--- config.mk ---
export PLATFORM = sky130hd
export DESIGN_NAME = vxe_txnreq_dec_fifo
export DESIGN_NICKNAME = d
export VERILOG_FILES = /design/src/rtl/vxe_txnreq_dec_fifo.sv
export SDC_FILE = /design/constraint.sdc
export NUM_CORES = 1
export LEC_CHECK = 0
export ABC_AREA = 1
export CAP_MARGIN = 20
export CELL_PAD_IN_SITES_DETAIL_PLACEMENT = 1
export CELL_PAD_IN_SITES_GLOBAL_PLACEMENT = 1
export CORE_MARGIN = 2
export CORE_UTILIZATION = 48
export DETAILED_ROUTE_END_ITERATION = 12
export PLACE_DENSITY = 0.88
export SLEW_MARGIN = 10
export SYNTH_ARGS = -nofsm -noshare
export SYNTH_HDL_FRONTEND = slang
export SYNTH_SLANG_ARGS = --single-unit
--- constraint.sdc ---
create_clock -name clk -period 18.3 [get_ports clk]
set_input_delay 2.745 -clock clk [delete_from_list [all_inputs] [get_ports clk]]
set_output_delay 2.745 -clock clk [all_outputs]
set_load 0.02 [all_outputs]
--- src/rtl/vxe_txnreq_dec_fifo.sv ---
// Request decoder feeding a FWFT queue; accept at edge N is visible at the head after edge N, with no bypass.
// o_rdy is low only when full (it is a function of state alone); the head holds steady while the consumer stalls.
module vxe_txnreq_dec_fifo #(
  parameter  int TXNID_W = 6,
  parameter  int ADDR_W  = 37,
  parameter  int DATA_W  = 64,
  parameter  int DEPTH   = 4,
  parameter  int CNT_W   = 8,
  localparam int BEN_W   = DATA_W / 8,
  localparam int PTR_W   = $clog2(DEPTH),
  localparam int LVL_W   = PTR_W + 1
) (
  input  logic                        clk,
  input  logic                        nrst,
  input  logic [TXNID_W+ADDR_W:0]     i_req_vec_txn,
  input  logic [DATA_W+BEN_W-1:0]     i_req_vec_dat,
  input  logic                        i_vld,
  output logic                        o_rdy,
  output logic                        o_vld,
  input  logic                        i_rdy,
  output logic [TXNID_W-1:0]          o_txnid,
  output logic                        o_rnw,
  output logic [ADDR_W-1:0]           o_addr,
  output logic [DATA_W-1:0]           o_data,
  output logic [BEN_W-1:0]            o_ben,
  output logic [LVL_W-1:0]            o_level,
  output logic                        o_drop,
  output logic [CNT_W-1:0]            o_drop_cnt
);

  typedef struct packed {
    logic [TXNID_W-1:0] txnid;
    logic               rnw;
    logic [ADDR_W-1:0]  addr;
    logic [DATA_W-1:0]  data;
    logic [BEN_W-1:0]   ben;
  } entry_t;

  entry_t             mem_q [DEPTH];
  entry_t             entry_d;
  entry_t             head;
  logic [LVL_W-1:0]   wr_ptr_q, wr_ptr_d;
  logic [LVL_W-1:0]   rd_ptr_q, rd_ptr_d;
  logic               drop_q, drop_d;
  logic [CNT_W-1:0]   drop_cnt_q, drop_cnt_d;
  logic               full, empty, accept, push, pop;

  // Wrap bits differ with equal indices means full.
  assign empty = (wr_ptr_q == rd_ptr_q);
  assign full  = (wr_ptr_q[PTR_W-1:0] == rd_ptr_q[PTR_W-1:0]) &&
                 (wr_ptr_q[PTR_W] != rd_ptr_q[PTR_W]);

  always_comb begin
    entry_d       = '0;
    entry_d.txnid = i_req_vec_txn[TXNID_W+ADDR_W -: TXNID_W];
    entry_d.rnw   = i_req_vec_txn[ADDR_W];
    entry_d.addr  = i_req_vec_txn[ADDR_W-1:0];
    // Reads never carry payload downstream.
    if (!entry_d.rnw) begin
      entry_d.ben  = i_req_vec_dat[DATA_W+BEN_W-1 -: BEN_W];
      entry_d.data = i_req_vec_dat[DATA_W-1:0];
    end
  end

  always_comb begin
    accept     = i_vld && !full;
    drop_d     = accept && !entry_d.rnw && (entry_d.ben == '0);
    push       = accept && !drop_d;
    pop        = !empty && i_rdy;
    wr_ptr_d   = push ? wr_ptr_q + 1'b1 : wr_ptr_q;
    rd_ptr_d   = pop  ? rd_ptr_q + 1'b1 : rd_ptr_q;
    drop_cnt_d = (drop_d && (drop_cnt_q != '1)) ? drop_cnt_q + 1'b1 : drop_cnt_q;
  end

  always_ff @(posedge clk or negedge nrst) begin
    if (!nrst) begin
      wr_ptr_q   <= '0;
      rd_ptr_q   <= '0;
      drop_q     <= 1'b0;
      drop_cnt_q <= '0;
    end else begin
      wr_ptr_q   <= wr_ptr_d;
      rd_ptr_q   <= rd_ptr_d;
      drop_q     <= drop_d;
      drop_cnt_q <= drop_cnt_d;
    end
  end

  always_ff @(posedge clk) begin
    if (push) mem_q[wr_ptr_q[PTR_W-1:0]] <= entry_d;
  end

  // Outputs read zero while empty so stale storage never leaks out.
  always_comb begin
    head    = empty ? '0 : mem_q[rd_ptr_q[PTR_W-1:0]];
    o_txnid = head.txnid;
    o_rnw   = head.rnw;
    o_addr  = head.addr;
    o_data  = head.data;
    o_ben   = head.ben;
  end

  assign o_rdy      = !full;
  assign o_vld      = !empty;
  assign o_level    = wr_ptr_q - rd_ptr_q;
  assign o_drop     = drop_q;
  assign o_drop_cnt = drop_cnt_q;

endmodule

# Yosys cells after proc, flatten, opt, wreduce, memory -nomap -nowiden
# Memory sizes are Yosys's and may differ from the RTL's.
# Cells that the tools add are included.
# classes
n_addsub	4
n_reduce_logical	12
mux	4
n_eq_ne	4
# ops
cell	n
$mux W116	1
$mux W72	1
$add A8 B1 Y8 const B	1
$logic_not A8 Y1	1
$ne A8 B8 Y1 const B	1
$logic_and A1 B1 Y1	7
$add A3 B1 Y3 const B	2
$logic_not A1 Y1	4
$eq A3 B3 Y1	1
$sub A3 B3 Y3	1
$eq A2 B2 Y1	1
$mux W1	2
$ne A1 B1 Y1	1
# totals
n_memories	1
regBits	15
mem_bits_rw	464
word_cells	29
out_inout_bits	130
# mem_list
memory	words	word_bits	read_ports	rd_ports_with_merged_regs	wr	line	rtl
mem_q	4	116	1	0	1	39	entry_t mem_q [DEPTH];

# Logic depth before layout (Yosys ltp)
# logic_depth
depth_word	10
mapped_depth	11

# Worst setup path before layout
# Ideal clock, no wire load.
# synth_timing
path_type	input -> register
from	input port i_req_vec_txn[37]
to	memory mem_q[0][0] (netlist bit), enable pin
path_buffers	1
setup_slack_ns	9.461
t_arrival_ns	8.247
cell_stages	8
setup_time_ns	0.592
path_cell_list	buf_4 -> inv_2 -> nand2_1 -> inv_2 -> nor2_1 -> nand2_2 -> nand2_2 -> nor2_1
# synth_rtl
element	line	rtl
start, declared	15	input logic [TXNID_W+ADDR_W:0] i_req_vec_txn,
end, declared	39	

# Worst setup path in the final report
# layout_timing
from	register rd_ptr_q[0]
to	output port o_addr[23]
# layout_between
elab_chain_len	2
elab_cells_between_ends	3
classes_between	1 x eq/ne; 1 x mux; 1 x memory
# layout_rtl
element	line	rtl
start, declared	43	logic [LVL_W-1:0] rd_ptr_q, rd_ptr_d;
start signal, assigned	83	rd_ptr_q <= rd_ptr_d;
$mem_v2 Z4 W116 or $eq A3 B3 Y1 (tied branches)	--	
$mux W116 *	95	head = empty ? '0 : mem_q[rd_ptr_q[PTR_W-1:0]];
end, declared	23	output logic [ADDR_W-1:0] o_addr,
# Mark *: on every way between the ends. The rest lies on a longest branch, timed or not.

==> results.md <==
Status:
- The flow ran to the end, and the final reports show no timing, DRC or antenna violations.

Final layout:
- The area of combinational cells with multiple inputs is roughly 0.0044 mm2.
- Of the cells placed in the final design, the portion with a size suffix greater than 1 is 0.0529.
- With fillers left out, the area of the finished cells amounts to ~0.024 mm2.
- From synthesis to final layout, the design area changed by 22.1%.
- The area occupied by registers is 0.0143 mm2.
- For this run, the share of the core covered by cells in the final layout is 0.596.
- The count of cells in the finished layout, fillers not included, comes to 2438.
- At the end of the flow, the number of nets in the layout was 2005.
- The filler cell count is 4048.

Power and ir drop:
- The power density relative to cell area is 193 mW/mm2.
- The worst vdd rail ir drop is 0.000110 V.
- The reported leakage power is 0.00848 uW.

Critical path:
- The maximum single-stage delay on the critical path is 0.87 ns.
- Traced cell by cell, the critical path runs through buf_4 -> ha_1 -> nand2_1 -> nor2_4 -> buf_4 -> buf_4 -> a21oi_1 -> clkdlybuf4s50_1.
- The combined buffer and inverter count along the critical path is 4.
- STA classifies the critical path startpoint as a flip-flop.
- The kind of capture point of the worst setup path is a primary output.
- In this design, the critical path's most frequently occurring cell is buf_4.
- The endpoint required time on the critical path is 15.55 ns.
- The critical path class is reg2out.
- The family with the most delay on the worst path is buffers and inverters.
- The worst-path cell with the longest stage delay is dfrtp_4.
- In this run the worst path has a maximum fanout of between 80 and 90.
- The data arrival time of the critical path is roughly 5.0 ns.

Synthesis:
- The post-synthesis share of cell area spent on xor and xnor gates is 0.00270.
- Of the total synthesized cell area, the portion taken by full adders, half adders and majority gates is 0.00616.
- The largest total area in the synthesized netlist belongs to edfxtp_1.
- The area fraction in compound gates after synthesis is 0.0907.
- The post-synthesis cell count is 1658.
- The number of nets produced by synthesis is 1787.
- The simple-gate portion of the synthesized area is 0.123.
- The post-synthesis mux area share is 0.
- In the post-synthesis netlist, the biggest area contributors are edfxtp_1 72%, nor2_1 10%, o21ai_0 6.0%, a21oi_1 3.0%, dfrtp_1 1.9%.
- The dominant combinational cell family by area after synthesis is simple AND/OR/NAND/NOR gates.
- The total number of yosys warnings is 0.
- The share of the Yosys chip area taken by registers is 0.734.
- Counting flops and latches in the post-synthesis netlist gives 479.
- The number of different library cells used by synthesis comes to 28.
- The mapped netlist covers 0.0195 mm2.
- The synthesized area divided by synthesized cell count is approximately 12 um2.
- The area share of the largest cell type after synthesis is 0.715.

Clock network:
- The number of buffers added to fix hold violations after cts is 0.
- The CTS buffer count is 49.
- The root buffer cell chosen for the clock tree is clkbuf_16.
- The CTS tree is built.
- CTS built an H-tree with a depth of 2.
- The largest buffer count on any clock path is 3.
- Buffers added to address setup during post-CTS repair amount to 0.
- The number of sinks handled by clock tree synthesis is 479.
- The clock transition at the registers of the reported paths is 0.06 ns.
- The number of gates resized after CTS was 0.
- At the later pin of the worst-skew pair, clock insertion delay measures 0.58 ns.

Die:
- The floorplan step defined a die boundary enclosing 0.0422 mm2.
- The total I/O pin count is 250.
- The initial core utilization is 0.488.
- The floorplan step set the die height to 205 um.
- The number of standard-cell rows in the floorplan is 73.
- The core outline area is 0.0399 mm2.
- The overall die width is 205 um.

Global route:
- Entering global routing, the biggest net connects 140 pins.
- The number of global-route vias before repair came to between 10000 and 15000.
- The initial antenna violation count is 2.
- The overall fraction of global-route tracks in use is 0.252.
- The first-pass GRT wire length is 80.6 mm.
- For this run the aggregate overflow at the end of global routing stands at 0.

Detailed routing:
- In the routed layout, each cell is associated on average with a via count of around 5.5.
- The routed layout has 13400 vias.
- The starting DRC count in detailed routing is 1019.
- Before antenna repair, the detailed router went through 5 iterations.
- The count of nets left with antenna violations once routing finished came out at 0.
- The detailed-route DRC error count is 0.
- The average wire length per cell after detail routing is 21.7 um.
- The routed wire length is 52.8 mm.

Timing:
- Setup violations remaining at the end of the flow were counted as 0.
- The post-layout minimum cycle time is 7.74 ns.
- The actual transition at the worst max-transition pin is slightly above 1 ns.
- In the post-route analysis, the smallest setup slack over all paths is around 11 ns.
- The period utilization is 0.423.
- The headroom to the max-slew limit is 0.321.
- The clock arrives with 0.0168 ns of skew.
- The final setup TNS is 0 ns.
- The number of max-slew violations in the final report is 0.
- Based on the critical path, the design can be clocked at up to 129 MHz.
- The hold violation count in the final report is 0.
- Setup repair after global routing left no endpoint under its margin.

Place:
- Once placement finished, the instance area stood at roughly 0.022 mm2.
- The quantity of I/O buffers inserted on ports is 249.
- The cell count after placement is about 2400.
- The routability congestion estimate is around 0.78.
- The pre-CTS setup slack is ~11 ns.
- Detailed placement finished with a half-perimeter wire length of 31.4 mm.

Run:
- The total of max-cap violations is 0.

Min path:
- The worst min-delay path category is reg2reg.
-- path summary, 6_finish.rpt --
path	start	end	slack [ns]	depth (start not counted)
min in group asynchronous	nrst	rd_ptr_q[1]	2.63	1
hold / removal	rd_ptr_q[2]	rd_ptr_q[2]	0.52	2
hold reg to reg	rd_ptr_q[2]	rd_ptr_q[2]	0.52	2
setup / recovery	rd_ptr_q[0]	o_addr[23]	10.56	8
setup reg to reg	rd_ptr_q[0]	mem_q[0][113]	12.87	9
max in group asynchronous	nrst	rd_ptr_q[0]	15.11	1
-- cells in the mapped netlist --
cell type  count
a21boi_2       1
a21oi_1      116
buf_1          5
buf_2         28
buf_4         17
buf_6          2
clkbuf_1      45
clkinv_2       1
dfrtp_1       15
edfxtp_1     464
fa_1           1
ha_1           8
inv_1         90
inv_2          3
inv_4          1
nand2_1       51
nand2_2        3
nand3_1       15
nand3_2        2
nand3b_1       1
nand4_1        2
nor2_1       544
nor2_4         1
nor2_8         1
o21ai_0      234
o21ai_1        1
xnor2_1        1
xor2_1         5
-- logic make-up after synthesis --
logic type,count (synthesis)
AO/OA/AOI/OAI,352
flip-flops,479
adder cells (fa/ha/maj),9
XOR/XNOR,6
AND/OR/NAND/NOR,620
buffers and inverters,192
-- worst reg2reg max path: stages (launching register included) --
cell and delay, ns:
dfrtp_4 0.87, buf_4 0.91, ha_1 0.44, nand2_1 0.14, inv_1 0.09, a21boi_2 0.26
nand2_2 0.24, nor2_4 0.50, buf_4 0.72, buf_4 0.82
-- power by group --
group          leakage [uW]  internal, uW  switching [uW]
Clock              0.000733           533             403
Sequential          0.00450          1470             100
Combinational       0.00325           762            1330
-- stage by stage --
stage / hold slack, ns / total power [uW]
final: 0.522 / 4600
after global routing: 0.527 / 4840
after CTS: 0.518 / 4630
after detailed placement: 0.504 / 3680
after global placement: 0.474 / 3590
after floorplan: 0.462 / 2770
-- cells in the final DEF, fill, tap and decap left out, types with 8 or more instances in the layout --
master,n
nand3_1,15
edfxtp_1,464
clkdlybuf4s50_1,248
o21ai_0,234
nand2_1,51
a21oi_1,116
clkbuf_16,51
clkbuf_1,8
ha_1,8
clkinv_1,12
inv_1,90
buf_4,16
clkinv_2,10
nor2_1,540
dfrtp_1,13
-- layout make-up --
| class | count | area share |
|---|---|---|
| antenna | 2 | 0.000210 |
| tap | 525 | 0.0276 |
| inverter | 95 | 0.0153 |
| clock buffer | 59 | 0.0549 |
| multi-input combinational | 987 | 0.184 |
| timing repair buffer | 264 | 0.109 |
| sequential | 479 | 0.602 |
| clock inverter | 27 | 0.00757 |
-- layer usage --
| metal | part of all wire | up-vias | track usage |
|---|---|---|---|
| li1 | - | 6132 | - |
| met1 | 0.41 | 6688 | 0.321 |
| met2 | 0.51 | 457 | 0.441 |
| met3 | 0.059 | 88 | 0.0361 |
| met4 | 0.026 | 0 | 0.0861 |
| met5 | 0 | - | 0 |
-- state kept, by name, indices dropped and copies added (netlist names) --
signal,flops
o_drop,1
rd_ptr_q,3
mem_q,464
wr_ptr_q,3
o_drop_cnt,8
(Power assumes the default switching activity.)
